[config.mk]
export PLATFORM = sky130hd
export DESIGN_NAME = gol_grid_engine
export DESIGN_NICKNAME = d
export VERILOG_FILES = /design/src/rtl/gol_grid_engine.sv
export SDC_FILE = /design/constraint.sdc
export NUM_CORES = 1
export LEC_CHECK = 0
export CAP_MARGIN = 20
export CORE_ASPECT_RATIO = 0.9
export CORE_MARGIN = 2
export CORE_UTILIZATION = 35
export CTS_BUF_LIST = sky130_fd_sc_hd__clkbuf_4 sky130_fd_sc_hd__clkbuf_8
export CTS_CLUSTER_SIZE = 10
export DETAILED_ROUTE_END_ITERATION = 16
export GPL_TIMING_DRIVEN = 1
export PLACE_DENSITY = 0.58
export SLEW_MARGIN = 20
export SYNTH_ARGS = -nofsm -noshare
export SYNTH_HDL_FRONTEND = slang
export SYNTH_SLANG_ARGS = --single-unit
[constraint.sdc]
create_clock -name clka -period 9.3 [get_ports clka]
set_clock_uncertainty 0.05 [all_clocks]
set_input_delay 2.79 -clock clka [delete_from_list [all_inputs] [get_ports clka]]
set_output_delay 2.79 -clock clka [all_outputs]
set_load 0.005 [all_outputs]
[src/rtl/gol_grid_engine.sv]
// Purpose  : toroidal ROWSxCOLS Conway grid; user edits in PROGRAM, one generation per tick in RUN.
// Latency  : tick expiry to grid update is N+1 cycles (N scan cycles + 1 commit cycle).
// Backpress: none; buttons are ignored while busy, and game_state=00 aborts and clears at once.
// Ports    : clka/rst_n (sync, active-low); game_state 00 IDLE/01 PROGRAM/10 RUN/11 PAUSE;
//            cell_idx/btn0/btn1 edit cursor and clear/set pulses; grid = current generation
//            (bits >= N stay 0); gen_count wraps; busy during scan/commit; gen_done pulses in
//            the commit cycle; extinct high while the committed grid is empty.
module gol_grid_engine #(
   parameter int ROWS     = 8,
   parameter int COLS     = 16,
   parameter int TICK_DIV = 1000000,
   parameter int GEN_W    = 16
) (
   input  logic             clka,
   input  logic             rst_n,
   input  logic [1:0]       game_state,
   input  logic [6:0]       cell_idx,
   input  logic             btn0,
   input  logic             btn1,
   output logic [127:0]     grid,
   output logic [GEN_W-1:0] gen_count,
   output logic             busy,
   output logic             gen_done,
   output logic             extinct
);
   localparam int            N         = ROWS * COLS;
   localparam int            TW        = $clog2(TICK_DIV);
   localparam logic [TW-1:0] TICK_LAST = TW'(TICK_DIV - 1);
   localparam logic [6:0]    SCAN_LAST = 7'(N - 1);

   typedef enum logic [2:0] {S_IDLE, S_EDIT, S_WAIT, S_SCAN, S_COMMIT} state_t;

   state_t           state_q;
   logic [127:0]     grid_q;
   logic [127:0]     next_q;
   logic [GEN_W-1:0] gen_q;
   logic [TW-1:0]    tick_q;
   logic [6:0]       scan_q;
   logic             busy_q;
   logic             gen_done_q;
   logic             extinct_q;

   logic [127:0]     grid_edit_d;
   logic [3:0]       nbr_cnt_d;
   logic             next_bit_d;
   int               scan_r;
   int               scan_c;

   function automatic logic cell_at(input logic [127:0] g, input int r, input int c);
      logic [6:0] ix;
      ix = 7'(r * COLS + c);
      return g[ix];
   endfunction

   // Edit result for the cursor cell; both buttons together toggle.
   always_comb begin
      grid_edit_d = grid_q;
      if (int'(cell_idx) < N) begin
         if (btn0 && btn1)
            grid_edit_d[cell_idx] = ~grid_q[cell_idx];
         else if (btn1)
            grid_edit_d[cell_idx] = 1'b1;
         else if (btn0)
            grid_edit_d[cell_idx] = 1'b0;
      end
   end

   // Live rule for the scanned cell; reads grid_q, which stays frozen for the whole scan.
   always_comb begin
      scan_r    = int'(scan_q) / COLS;
      scan_c    = int'(scan_q) % COLS;
      nbr_cnt_d = 4'd0;
      for (int dr = -1; dr <= 1; dr++) begin
         for (int dc = -1; dc <= 1; dc++) begin
            if (dr != 0 || dc != 0)
               nbr_cnt_d = nbr_cnt_d + 4'(cell_at(grid_q, (scan_r + dr + ROWS) % ROWS,
                                                  (scan_c + dc + COLS) % COLS));
         end
      end
      next_bit_d = (nbr_cnt_d == 4'd3) ||
                   (cell_at(grid_q, scan_r, scan_c) && (nbr_cnt_d == 4'd2));
   end

   always_ff @(posedge clka) begin
      // game_state=00 behaves like reset: any scan in flight is dropped without gen_done.
      if (!rst_n || game_state == 2'b00) begin
         state_q    <= S_IDLE;
         grid_q     <= '0;
         next_q     <= '0;
         gen_q      <= '0;
         tick_q     <= '0;
         scan_q     <= '0;
         busy_q     <= 1'b0;
         gen_done_q <= 1'b0;
         extinct_q  <= 1'b1;
      end else begin
         gen_done_q <= 1'b0;
         busy_q     <= 1'b0;
         case (state_q)
            S_IDLE: begin
               tick_q  <= '0;
               state_q <= (game_state == 2'b01) ? S_EDIT : S_WAIT;
            end
            S_EDIT: begin
               grid_q    <= grid_edit_d;
               extinct_q <= (grid_edit_d == '0);
               if (game_state != 2'b01) begin
                  tick_q  <= '0;
                  state_q <= S_WAIT;
               end
            end
            S_WAIT: begin
               if (game_state == 2'b01) begin
                  state_q <= S_EDIT;
               end else if (game_state == 2'b10) begin
                  if (tick_q == TICK_LAST) begin
                     tick_q  <= '0;
                     scan_q  <= '0;
                     busy_q  <= 1'b1;
                     state_q <= S_SCAN;
                  end else begin
                     tick_q <= tick_q + 1'b1;
                  end
               end
            end
            S_SCAN: begin
               busy_q         <= 1'b1;
               next_q[scan_q] <= next_bit_d;
               if (scan_q == SCAN_LAST) begin
                  gen_done_q <= 1'b1;
                  state_q    <= S_COMMIT;
               end else begin
                  scan_q <= scan_q + 1'b1;
               end
            end
            S_COMMIT: begin
               grid_q    <= next_q;
               gen_q     <= gen_q + 1'b1;
               extinct_q <= (next_q == '0);
               state_q   <= (game_state == 2'b01) ? S_EDIT : S_WAIT;
            end
            default: state_q <= S_IDLE;
         endcase
      end
   end

   assign grid      = grid_q;
   assign gen_count = gen_q;
   assign busy      = busy_q;
   assign gen_done  = gen_done_q;
   assign extinct   = extinct_q;

endmodule

* Word level (Yosys, flattened, before mapping) *
Cells that the tools add are included.

word-level totals
  ROM bits = 0
  bits in writable memories = 0
  input bits = 13
  logic and storage cells = 153
  flip-flop bits (word level) = 305
  output and inout port bits = 147
  bits in latches = 0
  memories kept = 0

cells by class
  equality and inequality tests = 19
  $add $sub $neg = 29
  reduce and logical (&&, ||, !) cells = 22
  multiply operators = 0
  shift-type cells = 0
  bitwise operators = 8
  multiplexer cells = 53
  divide/modulo/power cells = 0
  order comparisons = 13

operator list
  cell                   count
  $mux 128               3
  $bwmux 128             2
  $logic_not 128->1      2
  $pmux 128 s2           1
  $and 128x128->128      1
  $not 128->128          1
  $or 128x128->128       1
  $lt 7x8->1 const B     11
  $mux 20                4
  $bmux 1 s7             10
  $pmux 20 s3            1
  $add 7x5->7            8
  $mux 7                 4
  $add 20x1->20 const B  1
  $eq 20x20->1 const B   1
  $add 16x1->16 const B  1
  $add 4x1->4            4
  $mux 1                 16
  $add 3x1->3 const B    5
  $mux 3                 5
  $demux 1 s7            2
  $ge 7x1->1 const B     2
  $pmux 7 s2             1
  $add 4x1->4 const B    3
  34 further kinds       54

* Logic depth before layout (Yosys ltp) *
  word-level depth = 18
  mapped depth = 26

* Least setup slack after synthesis *
Ideal clock, no wire load.

  kind = register -> register
  start point = register scan_q[1]
  end point = register next_q[15]
  slack = 2.517 ns
  required time = 9.180 ns
  library setup time = 0.070 ns
  data arrival time = 6.663 ns
  cell stages (with the launch flop) = 25
  cells stage by stage = dfxtp_1 buf_2 inv_2 ha_1 buf_2 buf_1 clkbuf_1 mux4_2 mux4_2 nand2_1 o21ai_0 mux4_2 fa_1 inv_1 fa_1 fa_1 inv_1 ha_1 fa_1 o21ai_0 o211a_1 buf_6 buf_2 nand3_1 a21oi_1

on the way
  longest elaborated chain between the ends = 18
  elaborated cells on any way between the ends = 55

ends and longest elaborated chain
  item                           line  source
  start, declared                38    logic [6:0] scan_q;
  start signal, assigned         133   scan_q <= scan_q + 1'b1;
  $add 5x1->6                    77    (scan_c + dc + COLS) % COLS));
  $add 6x6->7                    77
  $reduce_or 4->1 (no line)      n/a
  $and 1x1->1 (no line)          n/a
  $add 7x5->7                    51    ix = 7'(r * COLS + c);
  $bmux 1 s7                     52    return g[ix];
  $mux 1 (implied by the code)   52
  $add 1x1->2                    76    nbr_cnt_d = nbr_cnt_d + 4'(cell_at(grid_q, (scan_r + dr + ROWS) % ROWS,
  $add 2x1->3                    76
  $add 3x1->4                    76
  $add 4x1->4 (4 in a row)       76
  $eq 4x2->1                     81    (cell_at(grid_q, scan_r, scan_c) && (nbr_cnt_d == 4'd2));
  $logic_and 1x1->1              81
  $logic_or 1x1->1               80    next_bit_d = (nbr_cnt_d == 4'd3) ||
  $bwmux 128 *                   128   next_q[scan_q] <= next_bit_d;
  end signal, assigned by index  128
  end, declared                  35    logic [127:0] next_q;

Every way passes the cells marked *; elsewhere a longest branch is shown, timed or not. The select of a mux whose other input is x is not followed.
A chain may end at the register's enable or synchronous reset.

* Worst setup path after layout *
  start point = register scan_q[0]
  end point = register next_q[52]

The elaborated chain is that of the path after synthesis.

==> results_dict.tcl <==
set metrics [dict create \
    areaGrowthSynthToFinish_pct 15.51 \
    grt_remaining_overflow 0 \
    cp_common_cell "fa_1" \
    period_minus_slack_ps 8035 \
    dp.cells 3367 \
    netlist_area_um2 20740 \
    cts_tree "built" \
    ys_ff_latch 305 \
    grt_pass1_vias 21410 \
    leakage_nw 7.430 \
    start_util 0.3543 \
    drc 0 \
    core-area_um2 58540 \
    path_buf_inv 5 \
    rsz0062_at_grt "no" \
    setup_viol 0 \
    path_cells "inv_1, ha_4, buf_4, mux4_2, mux2_2, o21ai_0, o21ai_0, mux4_2, fa_1, inv_1, fa_1, fa_1, inv_1, ha_1, fa_1, o21ai_0, o211a_4, buf_12, nand3_1, a21oi_1" \
    h-tree-depth 2 \
    outcome "finished clean" \
    post_cts_buffers 0 \
    slowest_stage "ha_4" \
    clk_pin_slew_ps 70 \
    yosysSeqAreaShare 0.2943 \
    antenna_found_initial 0 \
    wl_per_cell_um 31.06 \
    path_class "flop to flop" \
    layout_commonest_cell "o21ai_0" \
    drtIter0Drc 3471 \
    num_vias 23420 \
    die_h_um 235.0 \
    worstMarginPinSlew_ps 1235 \
    cts_sinks 305 \
    p_switching_mw 0.8429 \
    clk_latency_ps 700 \
    fp.dieW_um 260.6 \
    yosysUniqueCellTypes 76 \
    holdBufCountCts 0 \
    via_per_inst 6.751 \
    cp_data_required_time_ps 9810 \
    drive_above_1_share 0.1132 \
    drv_slew 0 \
    grt_max_degree 121 \
    internal_power_mw 2.174 \
    critPathMaxFanout 72 \
    clkPwrFrac 0.481 \
    ir_worst_vdd_v 0.00009398 \
    maxSlewHeadroom 0.1691 \
    grt_pass1_wl_um 153700 \
    pin_count 160 \
    critical-path-top-delay-family "adder cells" \
    critPathLaunchType "flop" \
    fmax_mhz 124.5 \
    clk_path_buf_depth 3 \
    syn_inst 2635 \
    total_power_mw 3.017 \
    synth_top_flop_cell "dfxtp_1" \
    finalNetCount 2681 \
    pwr_density_cell_nw_per_um2 125.9 \
    globalplace.congestion 1.049 \
    r2r_setup_slack_ps 1270 \
    critPathCaptureType "flop" \
    hold_viol 0 \
    hold_path.class "flop to flop" \
    netSwitchingFraction 0.2794 \
    post_cts_resized 0 \
    grt_usage 0.3386 \
    combPwrFrac 0.083 \
    post-route-period-util 0.8640 \
    finalWirelength_um 107800 \
    numCtsBuffers 56 \
    cp.arrival_ps 8550 \
    maxCapViolCount 0 \
    clockRootBuffer "clkbuf_8" \
    port_buffers 159 \
    slowest_delay_ps 840 \
    synth_warnings 0 \
    detailed_place_hpwl_um 78030 \
    setup-tns-final_ps 0 \
    detail_route.first_pass.iterations 8 \
    synth.avg_cell_area_um2 7.872 \
    synth-async-reset-ratio 0 \
    rows 84 \
    syn_nets 2665 \
    power_frac_seq 0.436 \
    die_area_um2 61230 \
    stdcell_count 3469 \
    layout_common_cells "o21ai_0, dfxtp_1, a21oi_1, nand2_1, nor2_1" \
    antenna_left 0 \
    synth-edff-count 0 \
]
[final cells by class]
class,instances,area (um2)
clock inverter,19,190.2
clock buffer,82,1035
fill,5969,34580
sequential,305,6112
antenna,1,2.502
inverter,21,78.83
tap,774,968.4
multi-input combinational,2052,13540
timing repair buffer,215,2038
[registers in the layout, summed over array words and instances, names as in the netlist]
name and cells:
tick_q 20, next_q 128, grid 128, gen_done 1, gen_count 16, busy 1
state_q 3, scan_q 7, extinct 1
[worst reg2reg max path: cells and delay by family (launching register included)]
family | cells | cell delay, ps
buffers and inverters | 5 | 1110
DFF | 1 | 720
AOI/OAI and AO/OA | 5 | 1730
adders and majority gates | 6 | 3030
muxes | 3 | 1100
and+or+nand+nor | 1 | 170
[synth_stat cells, types with 5 or more instances]
| cell | n | area [um2] |
|---|---|---|
| mux2_2 | 23 | 259.0 |
| a211oi_1 | 9 | 67.56 |
| buf_1 | 15 | 56.30 |
| o21ai_1 | 5 | 25.02 |
| ha_1 | 13 | 162.7 |
| nor2_1 | 227 | 852.1 |
| a22oi_1 | 152 | 1141 |
| o221ai_1 | 6 | 52.55 |
| nand4bb_1 | 10 | 112.6 |
| nor3_1 | 30 | 150.1 |
| o21ai_0 | 345 | 1727 |
| buf_4 | 8 | 60.06 |
| mux2i_1 | 137 | 1371 |
| xor2_1 | 19 | 166.4 |
| clkbuf_1 | 182 | 683.2 |
| mux4_2 | 82 | 1847 |
| buf_6 | 10 | 112.6 |
| nor3b_1 | 5 | 37.54 |
| nand4b_1 | 10 | 87.58 |
| nand2b_1 | 19 | 118.9 |
| a21oi_1 | 274 | 1371 |
| o21a_1 | 6 | 45.04 |
| inv_1 | 18 | 67.56 |
| a31oi_1 | 11 | 68.82 |
| nand3_1 | 96 | 480.5 |
| xnor2_1 | 16 | 140.1 |
| buf_2 | 42 | 210.2 |
| nand4_1 | 50 | 312.8 |
| nor2b_1 | 13 | 81.33 |
| or2_2 | 7 | 43.79 |
| nand2_1 | 260 | 975.9 |
| nor4_1 | 49 | 306.5 |
| a211o_1 | 5 | 43.79 |
| or3_1 | 10 | 62.56 |
| dfxtp_1 | 305 | 6106 |
| and3_1 | 17 | 106.4 |
| o31ai_1 | 15 | 112.6 |
| a21o_1 | 26 | 195.2 |
| a221oi_1 | 9 | 78.83 |
| o22ai_1 | 25 | 156.4 |
| o211ai_1 | 8 | 60.06 |
[layer usage]
layer | track usage | part of all wire
met1 | 0.4600 | 0.39
met2 | 0.4989 | 0.43
met3 | 0.07648 | 0.12
met4 | 0.1758 | 0.060
met5 | 0 | 0.00039
[path summary, 6_finish.rpt]
kind                                start         end  depth (start not counted)
worst max-delay path            scan_q[0]  next_q[52]                         20
worst max register to register  scan_q[0]  next_q[52]                         20
worst min register to register  tick_q[1]   tick_q[1]                          2
worst min-delay path            tick_q[1]   tick_q[1]                          2
[through the flow]
step / hold slack, ps / area [um2] / util / setup WS, ps
after floorplan: 394.3 / 20740 / - / 2517
after global placement: 405.9 / 22690 / 0.3876 / 1634
after detailed placement: 420.4 / 22720 / 0.3880 / 1397
after CTS: 427.1 / 23940 / 0.4090 / 1379
after global routing: 439.3 / 23960 / 0.4093 / 885.4
final: 426.4 / 23960 / 0.4093 / 1265
[power by group through the flow]
stage	combinational [mW]	sequential [mW]	clock, mW
after floorplan	0.165	1.34	0
after global placement	0.236	1.34	0
after detailed placement	0.239	1.34	0
after CTS	0.239	1.31	1.47
after global routing	0.259	1.31	1.53
final	0.250	1.31	1.45
[logic make-up after synthesis]
kind of cell / Yosys count / share of synthesized area
AOI/OAI and AO/OA: 931 / 0.2639
and+or+nand+nor: 827 / 0.1897
DFF: 305 / 0.2943
buffers and inverters: 278 / 0.05790
muxes: 242 / 0.1676
xor gates and xnor gates: 35 / 0.01478
adders and majority gates: 17 / 0.01170
Note: power is estimated with default switching activity, not from simulation.
